## src/rtl/apb_cmd_master.sv

```systemverilog
// APB4 master sequencer: runs one write or read-compare command per SETUP/ACCESS transfer,
// checks read data under a mask and PSLVERR against an expected value, and counts failures.
module apb_cmd_master #(
    parameter  int ADDR_W  = 12,
    parameter  int DATA_W  = 32,
    parameter  int ERR_W   = 16,
    parameter  int TIMEOUT = 16,
    localparam int STRB_W  = DATA_W / 8
) (
    input  logic              clk,
    input  logic              rst_n,
    input  logic              cmd_valid,
    output logic              cmd_ready,
    input  logic              cmd_write,
    input  logic [ADDR_W-1:0] cmd_addr,
    input  logic [DATA_W-1:0] cmd_wdata,
    input  logic [STRB_W-1:0] cmd_strb,
    input  logic [DATA_W-1:0] cmd_exp,
    input  logic [DATA_W-1:0] cmd_mask,
    input  logic              cmd_experr,
    input  logic              err_clr,
    output logic              psel,
    output logic              penable,
    output logic              pwrite,
    output logic [ADDR_W-1:0] paddr,
    output logic [DATA_W-1:0] pwdata,
    output logic [STRB_W-1:0] pstrb,
    input  logic [DATA_W-1:0] prdata,
    input  logic              pready,
    input  logic              pslverr,
    output logic              rsp_valid,
    output logic [DATA_W-1:0] rsp_rdata,
    output logic              rsp_fail,
    output logic              rsp_timeout,
    output logic [ERR_W-1:0]  err_cnt
);

    localparam int                WAIT_W    = (TIMEOUT > 1) ? $clog2(TIMEOUT) : 1;
    localparam logic [WAIT_W-1:0] WAIT_LAST = WAIT_W'(TIMEOUT - 1);

    typedef enum logic [1:0] {
        IDLE   = 2'd0,
        SETUP  = 2'd1,
        ACCESS = 2'd2
    } state_t;

    state_t              state;
    logic [WAIT_W-1:0]   wait_cnt;
    logic                write_q;
    logic                experr_q;
    logic [DATA_W-1:0]   exp_q;
    logic [DATA_W-1:0]   mask_q;

    logic                data_miss;
    logic                status_miss;
    logic                timeout_hit;
    logic                xfer_fail;

    // NOTE: every combinational output is assigned on every path, so no latch can be inferred.
    always_comb begin
        data_miss   = !write_q && (((prdata ^ exp_q) & mask_q) != '0);
        status_miss = (pslverr != experr_q);
        // pready is tested first so a response on the limit cycle beats the timeout
        timeout_hit = (state == ACCESS) && !pready && (wait_cnt == WAIT_LAST);
        xfer_fail   = (state == ACCESS) && (pready ? (data_miss || status_miss) : timeout_hit);
    end

    // NOTE: clocked state uses non-blocking assignments only; reset is asynchronous and active-high.
    always_ff @(posedge clk or posedge rst_n) begin
        if (rst_n) begin
            state       <= IDLE;
            cmd_ready   <= 1'b1;
            psel        <= 1'b0;
            penable     <= 1'b0;
            pwrite      <= 1'b0;
            paddr       <= '0;
            pwdata      <= '0;
            pstrb       <= '0;
            wait_cnt    <= '0;
            write_q     <= 1'b0;
            experr_q    <= 1'b0;
            exp_q       <= '0;
            mask_q      <= '0;
            rsp_valid   <= 1'b0;
            rsp_rdata   <= '0;
            rsp_fail    <= 1'b0;
            rsp_timeout <= 1'b0;
        end else begin
            rsp_valid   <= 1'b0;
            rsp_rdata   <= '0;
            rsp_fail    <= 1'b0;
            rsp_timeout <= 1'b0;

            case (state)
                IDLE: begin
                    if (cmd_valid) begin
                        state     <= SETUP;
                        cmd_ready <= 1'b0;
                        psel      <= 1'b1;
                        pwrite    <= cmd_write;
                        paddr     <= cmd_addr;
                        pwdata    <= cmd_write ? cmd_wdata : '0;
                        pstrb     <= cmd_write ? cmd_strb : '0;
                        wait_cnt  <= '0;
                        write_q   <= cmd_write;
                        experr_q  <= cmd_experr;
                        exp_q     <= cmd_exp;
                        mask_q    <= cmd_mask;
                    end
                end

                SETUP: begin
                    state   <= ACCESS;
                    penable <= 1'b1;
                end

                ACCESS: begin
                    if (pready || timeout_hit) begin
                        state       <= IDLE;
                        cmd_ready   <= 1'b1;
                        psel        <= 1'b0;
                        penable     <= 1'b0;
                        pwrite      <= 1'b0;
                        paddr       <= '0;
                        pwdata      <= '0;
                        pstrb       <= '0;
                        rsp_valid   <= 1'b1;
                        rsp_fail    <= xfer_fail;
                        rsp_timeout <= !pready;
                        rsp_rdata   <= (pready && !write_q) ? prdata : '0;
                    end else begin
                        wait_cnt <= wait_cnt + WAIT_W'(1);
                    end
                end

                default: begin
                    state     <= IDLE;
                    cmd_ready <= 1'b1;
                    psel      <= 1'b0;
                    penable   <= 1'b0;
                end
            endcase
        end
    end

    // A clear wins over older history, but a failure finishing on the same edge still counts.
    always_ff @(posedge clk or posedge rst_n) begin
        if (rst_n) begin
            err_cnt <= '0;
        end else if (err_clr) begin
            err_cnt <= xfer_fail ? ERR_W'(1) : '0;
        end else if (xfer_fail && (err_cnt != '1)) begin
            err_cnt <= err_cnt + ERR_W'(1);
        end
    end

    a_penable_in_sel : assert property (@(posedge clk) disable iff (rst_n) penable |-> psel);
    a_timeout_flags  : assert property (@(posedge clk) disable iff (rst_n)
                                        rsp_timeout |-> (rsp_valid && rsp_fail));

endmodule

```

## config.mk

```make
export PLATFORM = sky130hd
export DESIGN_NAME = apb_cmd_master
export DESIGN_NICKNAME = d
export VERILOG_FILES = /design/src/rtl/apb_cmd_master.sv
export SDC_FILE = /design/constraint.sdc
export NUM_CORES = 1
export LEC_CHECK = 0
export ABC_AREA = 1
export CORE_UTILIZATION = 35
export DETAILED_ROUTE_END_ITERATION = 8
export DONT_BUFFER_PORTS = 1
export GPL_TIMING_DRIVEN = 0
export PLACE_DENSITY = 0.6
export SLEW_MARGIN = 40
export SYNTH_ARGS = -nofsm -noshare
export SYNTH_HDL_FRONTEND = slang
export SYNTH_SLANG_ARGS = --single-unit
```

## constraint.sdc

```tcl
create_clock -name clk -period 17.4 [get_ports clk]
set_input_delay 2.61 -clock clk [delete_from_list [all_inputs] [get_ports clk]]
set_output_delay 2.61 -clock clk [all_outputs]
set_load 0.005 [all_outputs]
```

==> impl_summary.log, run 1 <==
[metrics] drt wl/cell: approximately 18 µm
[metrics] ratio of total power to cell area: 158 mW/mm²
[metrics] Final Skew: 0.0107 ns
[metrics] sequential share of power: 47.0%
[metrics] post-synthesis sequential area ratio: 57.0%
[metrics] # clock sinks: 175
[metrics] num rows: 53
[metrics] post-CTS sizing: 0
[metrics] net load switching power: 0.000516 W
[metrics] clock share of power: 27.0%
[metrics] library cell with the highest instance count after synthesis: nand2_1
[metrics] count of input and output buffers: 0
[metrics] Area Overhead vs Synth: 12.5%
[metrics] Die Y-Extent: 150 µm
[metrics] unique cell type count in the Yosys netlist: 34
[metrics] mean instance size in the synthesized netlist: 8.28 µm²
[metrics] P_leak: 4.43 nW
[metrics] global-route wire length before repair: 33800 µm
[metrics] setup repair bufs after CTS: 0
[metrics] pre-CTS setup slack: 13.05 ns
[metrics] fraction of power spent switching nets: 37.8%
[metrics] Total Routing Usage GR: 20.2%
[metrics] vias per cell: 4.99
[metrics] worst-case headroom to the max-slew limit: between 50 and 60%
[metrics] later-pin clock latency in the skew report: 0.43 ns
[metrics] htree depth: 4
[metrics] number of global-route vias before repair: 6018
[metrics] CP Max Fanout: 10
[metrics] busiest layer in global routing: met2
[metrics] critical path start-end classification: input pin to flip-flop
[metrics] Nets: about 1100
[metrics] critical path required time: roughly 18 ns
[metrics] setup violation total in the final timing report: 0
[metrics] biggest area contributors in the synthesized netlist: dfrtp_1, nand2_1, nand3_1
[metrics] wire length after detailed routing: 22100 µm
[metrics] initial standard-cell utilization of the core: a little over a third
[metrics] number of nets with antenna violations after detailed routing: 0
[metrics] Syn Inst Count: 928
[metrics] pin count of the biggest net entering global routing: 64
[metrics] worst slew pin tran: 0.704 ns
[metrics] final count of pins violating max slew: 0
[metrics] #FFs+latches synth: 175
[metrics] internal power: 0.000851 W
[metrics] sort of element at the start of the critical path: input pin
[metrics] Crit. End Element: flip-flop
[metrics] number of antenna violations at the first check in global routing: 0
[metrics] EDFF count, synth: 0
[metrics] share of post-route cells with drive strength above 1: between 5 and 6%
[metrics] Filler Cells Inserted: about 2200
[metrics] minimum clock period: about 3.9 ns
[metrics] TritonCTS clock tree: done
[metrics] antenna diode count: 0
[metrics] ys flop type: dfrtp_1
[metrics] portion of total power attributed to combinational logic: 26.0%
[metrics] global routing usage on met1: 26.3%
[metrics] total core area: about 0.021 mm²
[metrics] RSZ-0062 raised after global routing: false
[metrics] Residual DRC: 0
[metrics] DP Wirelength: 16100 µm
[metrics] final worst slack: ~14 ns
[metrics] CTS Buffer Depth: 2
[metrics] last weighted congestion value of the routability-driven placer: 0.841
[metrics] Synth Warn #: 0
[metrics] clock transition at the register clock pins on the worst setup and hold paths after CTS: about 0.070 ns
[metrics] die width: 150 µm
[metrics] Hold-fix buffers, CTS: 0
[metrics] Num CTS Buffers: 17
[metrics] Setup TNS: 0 ns
[metrics] first-pass iteration count of the detailed router: 5
[metrics] total congestion overflow: 0
[metrics] peak ir drop on the vdd network: 0.0643 mV
[metrics] area of the mapped netlist: 0.00768 mm²
[metrics] number of endpoints with negative hold slack in the final report: 0
[metrics] global-route met2 utilization: about 32%
[metrics] synth cell count leaders: nand2_1, dfrtp_1, nand3_1, inv_1, o21ai_0
[metrics] Root Buffer Master: clkbuf_16
[metrics] endpoint arrival time on the critical path: 4.21 ns
[metrics] min-delay worst type: flip-flop to flip-flop
[metrics] ratio of final minimum period to clock period: 22.2%
[metrics] proportion of register bits with asynchronous set or reset after synthesis: 100%
[metrics] 1st-iter DRT viols: 286
[metrics] max-cap violation count: 0
[metrics] area enclosed by the die boundary: 0.0225 mm²
[metrics] area share of the largest cell type after synthesis: 56.7%
[metrics] fmax: roughly 260 MHz
[metrics] result of the run: finished clean
[metrics] biggest area consumer among synthesized cells: dfrtp_1
[metrics] vias: just over 6000
[metrics] Synthesized Nets: between 1000 and 1500
[metrics] number of primary I/O pins: 255
[metrics] global-route met3 utilization: 6.39%
-- through the flow --
step,cells,hold WS (ns),cell area (µm²),total power (W),util [%]
after detailed placement,1205,0.466,8090,0.00101,38.0
after global placement,1203,0.464,8030,0.000999,37.7
after CTS,1237,0.486,8650,0.00138,40.6
after global routing,1237,0.500,8650,0.00147,40.6
final,1237,0.481,8650,0.00137,40.6
after floorplan,928,0.450,7680,0.000878,-
-- final timing paths --
kind,from,endpoint,slack (ns),cells after the start
min in group asynchronous,rst_n,rsp_fail$_DFF_PP0_,2.03,1
max,cmd_valid,exp_q[6]$_DFFE_PP0P_,13.53,6
min reg2reg,mask_q[4]$_DFFE_PP0P_,mask_q[4]$_DFFE_PP0P_,0.48,2
max reg2reg,state[1]$_DFFE_PP0P_,exp_q[6]$_DFFE_PP0P_,15.14,7
min,mask_q[4]$_DFFE_PP0P_,mask_q[4]$_DFFE_PP0P_,0.48,2
max in group asynchronous,rst_n,exp_q[30]$_DFFE_PP0P_,14.71,2
-- cells in the final DEF, fill, tap and decap left out, drive strengths merged, types with 8 or more instances in the layout --
| cell type | netlist | routed |
|---|---|---|
| buf | 11 | 13 |
| dfrtp | 174 | 174 |
| o21ai | 42 | 42 |
| nand3 | 140 | 140 |
| clkinv | 1 | 8 |
| clkbuf | 35 | 54 |
| nor2 | 33 | 33 |
| nor3 | 38 | 38 |
| nand2 | 340 | 340 |
| inv | 82 | 87 |
-- state kept, by name, indices dropped and copies added, names as in the netlist, 4 cells and up --
name,cells
wait_cnt,4
pwdata,32
paddr,12
mask_q,32
pstrb,4
rsp_rdata,32
exp_q,32
err_cnt,16
-- logic make-up after synthesis --
logic type	count (synthesis)	share of synthesized area, %
AOI/OAI and AO/OA	49	3.32
xor gates and xnor gates	8	0.912
buffers and inverters	129	6.48
adders and majority gates	2	0.326
and+or+nand+nor	565	31.9
DFF	175	57.0
-- critical path: stages --
cell      delay, ns
nand2_1        0.06
inv_1          0.14
clkbuf_1       0.55
clkbuf_1       0.61
nand2_1        0.12
o21ai_0        0.11
-- power groups by stage --
stage	clock, W	sequential (W)	combinational, W
2_1_floorplan	0	0.000619	0.000259
3_3_place_gp	0	0.000648	0.000351
3_5_place_dp	0	0.000648	0.000362
4_1_cts	0.000378	0.000643	0.000363
5_1_grt	0.000395	0.000660	0.000411
6_report	0.000369	0.000643	0.000355
-- layer usage --
layer	wire length [µm]	part of all wire, %	vias to the layer above
li1	-	-	2990
met1	9670	44	2964
met2	10500	47	192
met3	1570	7.1	21
met4	369	1.7	0
met5	0	0	-
-- area by class of cell --
class                      count  area [µm²]  area share (%)
multi-input combinational    624        2810            32.4
clock inverter                13         104            1.20
clock buffer                  19         453            5.24
timing repair buffer           2        55.1           0.637
inverter                      83         319            3.69
tap                          275         344            3.98
buffer                        46         186            2.16
sequential                   175        4380            50.7
Power figures use the tool's default switching activity.
==> run 2, diff against run 1 <==
--- a/config.mk
+++ b/config.mk
@@ -10,7 +10,7 @@
 export DETAILED_ROUTE_END_ITERATION = 8
 export DONT_BUFFER_PORTS = 1
 export GPL_TIMING_DRIVEN = 0
-export PLACE_DENSITY = 0.6
+export PLACE_DENSITY = 0.62
 export SLEW_MARGIN = 40
 export SYNTH_ARGS = -nofsm -noshare
 export SYNTH_HDL_FRONTEND = slang
==> constraint.sdc (replaced) <==
create_clock -name clk -period 3.3 [get_ports clk]
set_input_delay 0.495 -clock clk [delete_from_list [all_inputs] [get_ports clk]]
set_output_delay 0.495 -clock clk [all_outputs]
set_load 0.005 [all_outputs]
==> impl_summary.log, run 2 (synthesized netlist as in run 1, its figures left out) <==
[metrics] Total Routing Usage GR: 20.3%
[metrics] later-pin clock latency in the skew report: 0.42 ns
[metrics] htree depth: 4
[metrics] number of antenna violations at the first check in global routing: 0
[metrics] count of input and output buffers: 0
[metrics] CTS Buffer Depth: 2
[metrics] final count of pins violating max slew: 0
[metrics] DP Wirelength: 16600 µm
[metrics] worst reg-to-reg setup slack: 1.04 ns
[metrics] global routing usage on met1: 26.4%
[metrics] post-placement cell count: 1212
[metrics] minimum clock period: approximately 2.3 ns
[metrics] crit-path max cell delay: 0.60 ns
[metrics] global-route met3 utilization: 5.94%
[metrics] RSZ-0062 raised after global routing: false
[metrics] global-route met2 utilization: 32.2%
[metrics] worst slew pin tran: 0.761 ns
[metrics] cell family with the largest share of critical-path delay: buffers and inverters
[metrics] wire length after detailed routing: between 20000 and 25000 µm
[metrics] endpoint arrival time on the critical path: 2.59 ns
[metrics] final core utilization: 41.7%
[metrics] Residual DRC: 0
[metrics] P_leak: 4.52 nW
[metrics] # clock sinks: approximately 180
[metrics] Nets: 1111
[metrics] result of the run: finished clean
[metrics] worst-case headroom to the max-slew limit: 49.2%
[metrics] num rows: 53
[metrics] number of global-route vias before repair: 6151
[metrics] vias per cell: approximately 5
[metrics] Area Overhead vs Synth: 15.6%
[metrics] initial standard-cell utilization of the core: 36.1%
[metrics] TritonCTS clock tree: done
[metrics] fmax: ~440 MHz
[metrics] final hold slack: 0.156 ns
[metrics] setup repair bufs after CTS: 0
[metrics] Num CTS Buffers: 17
[metrics] total congestion overflow: 0
[metrics] min-delay worst type: input pin to flip-flop
[metrics] fin cells: around 1200
[metrics] Die Y-Extent: 150 µm
[metrics] Final Skew: 0.0127 ns
[metrics] CP Buf/Inv Count: 3
[metrics] critical path, cell by cell: nor2_1 -> nand2_1 -> inv_1 -> clkbuf_1 -> clkbuf_1 -> nand2_1 -> o21ai_0
[metrics] Hold-fix buffers, CTS: 1
[metrics] number of primary I/O pins: approximately 260
[metrics] ratio of final minimum period to clock period: 68.6%
[metrics] die width: 150 µm
[metrics] clock transition at the register clock pins on the worst setup and hold paths after CTS: approximately 0.070 ns
[metrics] total core area: 0.0213 mm²
[metrics] number of endpoints with negative hold slack in the final report: 0
[metrics] critical path start-end classification: flip-flop to flip-flop
[metrics] busiest layer in global routing: met2
[metrics] Crit. End Element: flip-flop
[metrics] critical path required time: between 3 and 4 ns
[metrics] peak ir drop on the vdd network: 0.314 mV
[metrics] global-route wire length before repair: 34100 µm
[metrics] CP Max Fanout: 10
[metrics] sort of element at the start of the critical path: flip-flop
[metrics] drt wl/cell: ~18 µm
[metrics] last weighted congestion value of the routability-driven placer: 0.844
[metrics] vias: 6167
[metrics] area enclosed by the die boundary: 0.0225 mm²
[metrics] Filler Cells Inserted: 2129
[metrics] 1st-iter DRT viols: between 300 and 400
[metrics] CP max stage cell: clkbuf_1
[metrics] max-cap violation count: 0
[metrics] pin count of the biggest net entering global routing: 25
[metrics] setup violation total in the final timing report: 0
[metrics] share of post-route cells with drive strength above 1: 5.99%
[metrics] ratio of total power to cell area: 832 mW/mm²
[metrics] post-CTS sizing: 0
[metrics] first-pass iteration count of the detailed router: 4
[metrics] number of nets with antenna violations after detailed routing: 0
[metrics] Root Buffer Master: clkbuf_16
[metrics] antenna diode count: 0
[metrics] overall power of the completed layout: ~0.0074 W
[metrics] leading cell type in the layout, fill and taps excluded: nand2_1
[metrics] commonest non-fill, non-tap cells in the layout: nand2_1, dfrtp_1, nand3_1, inv_1, o21ai_0
-- run 2: cell count changes in the layout (fill, tap and decap cells not counted), sizes merged --
cell and delta:
buf +7, clkbuf -1, inv -1, clkinvlp +2, clkinv -4, dlygate4sd3 +1
bufinv +3
-- run 2: worst paths after layout --
path,from,end,cells after the start
worst max register to register,state[1]$_DFFE_PP0P_,exp_q[8]$_DFFE_PP0P_,7
worst min register to register,mask_q[3]$_DFFE_PP0P_,mask_q[3]$_DFFE_PP0P_,2
max in group asynchronous,rst_n,mask_q[18]$_DFFE_PP0P_,6
worst max-delay path,state[1]$_DFFE_PP0P_,exp_q[8]$_DFFE_PP0P_,7
min in group asynchronous,rst_n,rsp_rdata[6]$_DFF_PP0_,2
worst min-delay path,pready,rsp_timeout$_DFF_PP0_,1
-- run 2: area by class of cell --
class,instances,area [µm²],share of cell area [%]
Buffer,46,186,2.10
Clock buffer,18,429,4.83
Clock inverter,13,175,1.97
Inverter,83,315,3.55
Multi-Input combinational cell,624,2810,31.6
Sequential cell,175,4380,49.3
Tap cell,275,344,3.88
Timing Repair Buffer,10,243,2.73
-- run 2: per-stage QoR --
stage	setup WS (ns)	setup TNS (ns)	instance area [µm²]
detailed placement	1.00	0	8260
global placement	-0.553	-94.28	8030
floorplan	0.567	0	7690
global route	0.851	0	8880
finish	1.04	0	8880
CTS	0.982	0	8880
-- run 2: layer usage --
| layer | wire length, µm | share of wire [%] | vias to the layer above |
|---|---|---|---|
| li1 | - | - | 3002 |
| met1 | 9580 | 43 | 2922 |
| met2 | 10300 | 47 | 212 |
| met3 | 1700 | 7.7 | 31 |
| met4 | 514 | 2.3 | 0 |
| met5 | 0 | 0 | - |
-- run 2: report_power, final --
group	switching, W	internal [W]	total (W)	leakage, nW
Sequential	0.000521	0.00288	0.00340	2.28
Clock	0.000897	0.00121	0.00210	0.288
Combinational	0.00128	0.000610	0.00189	1.96
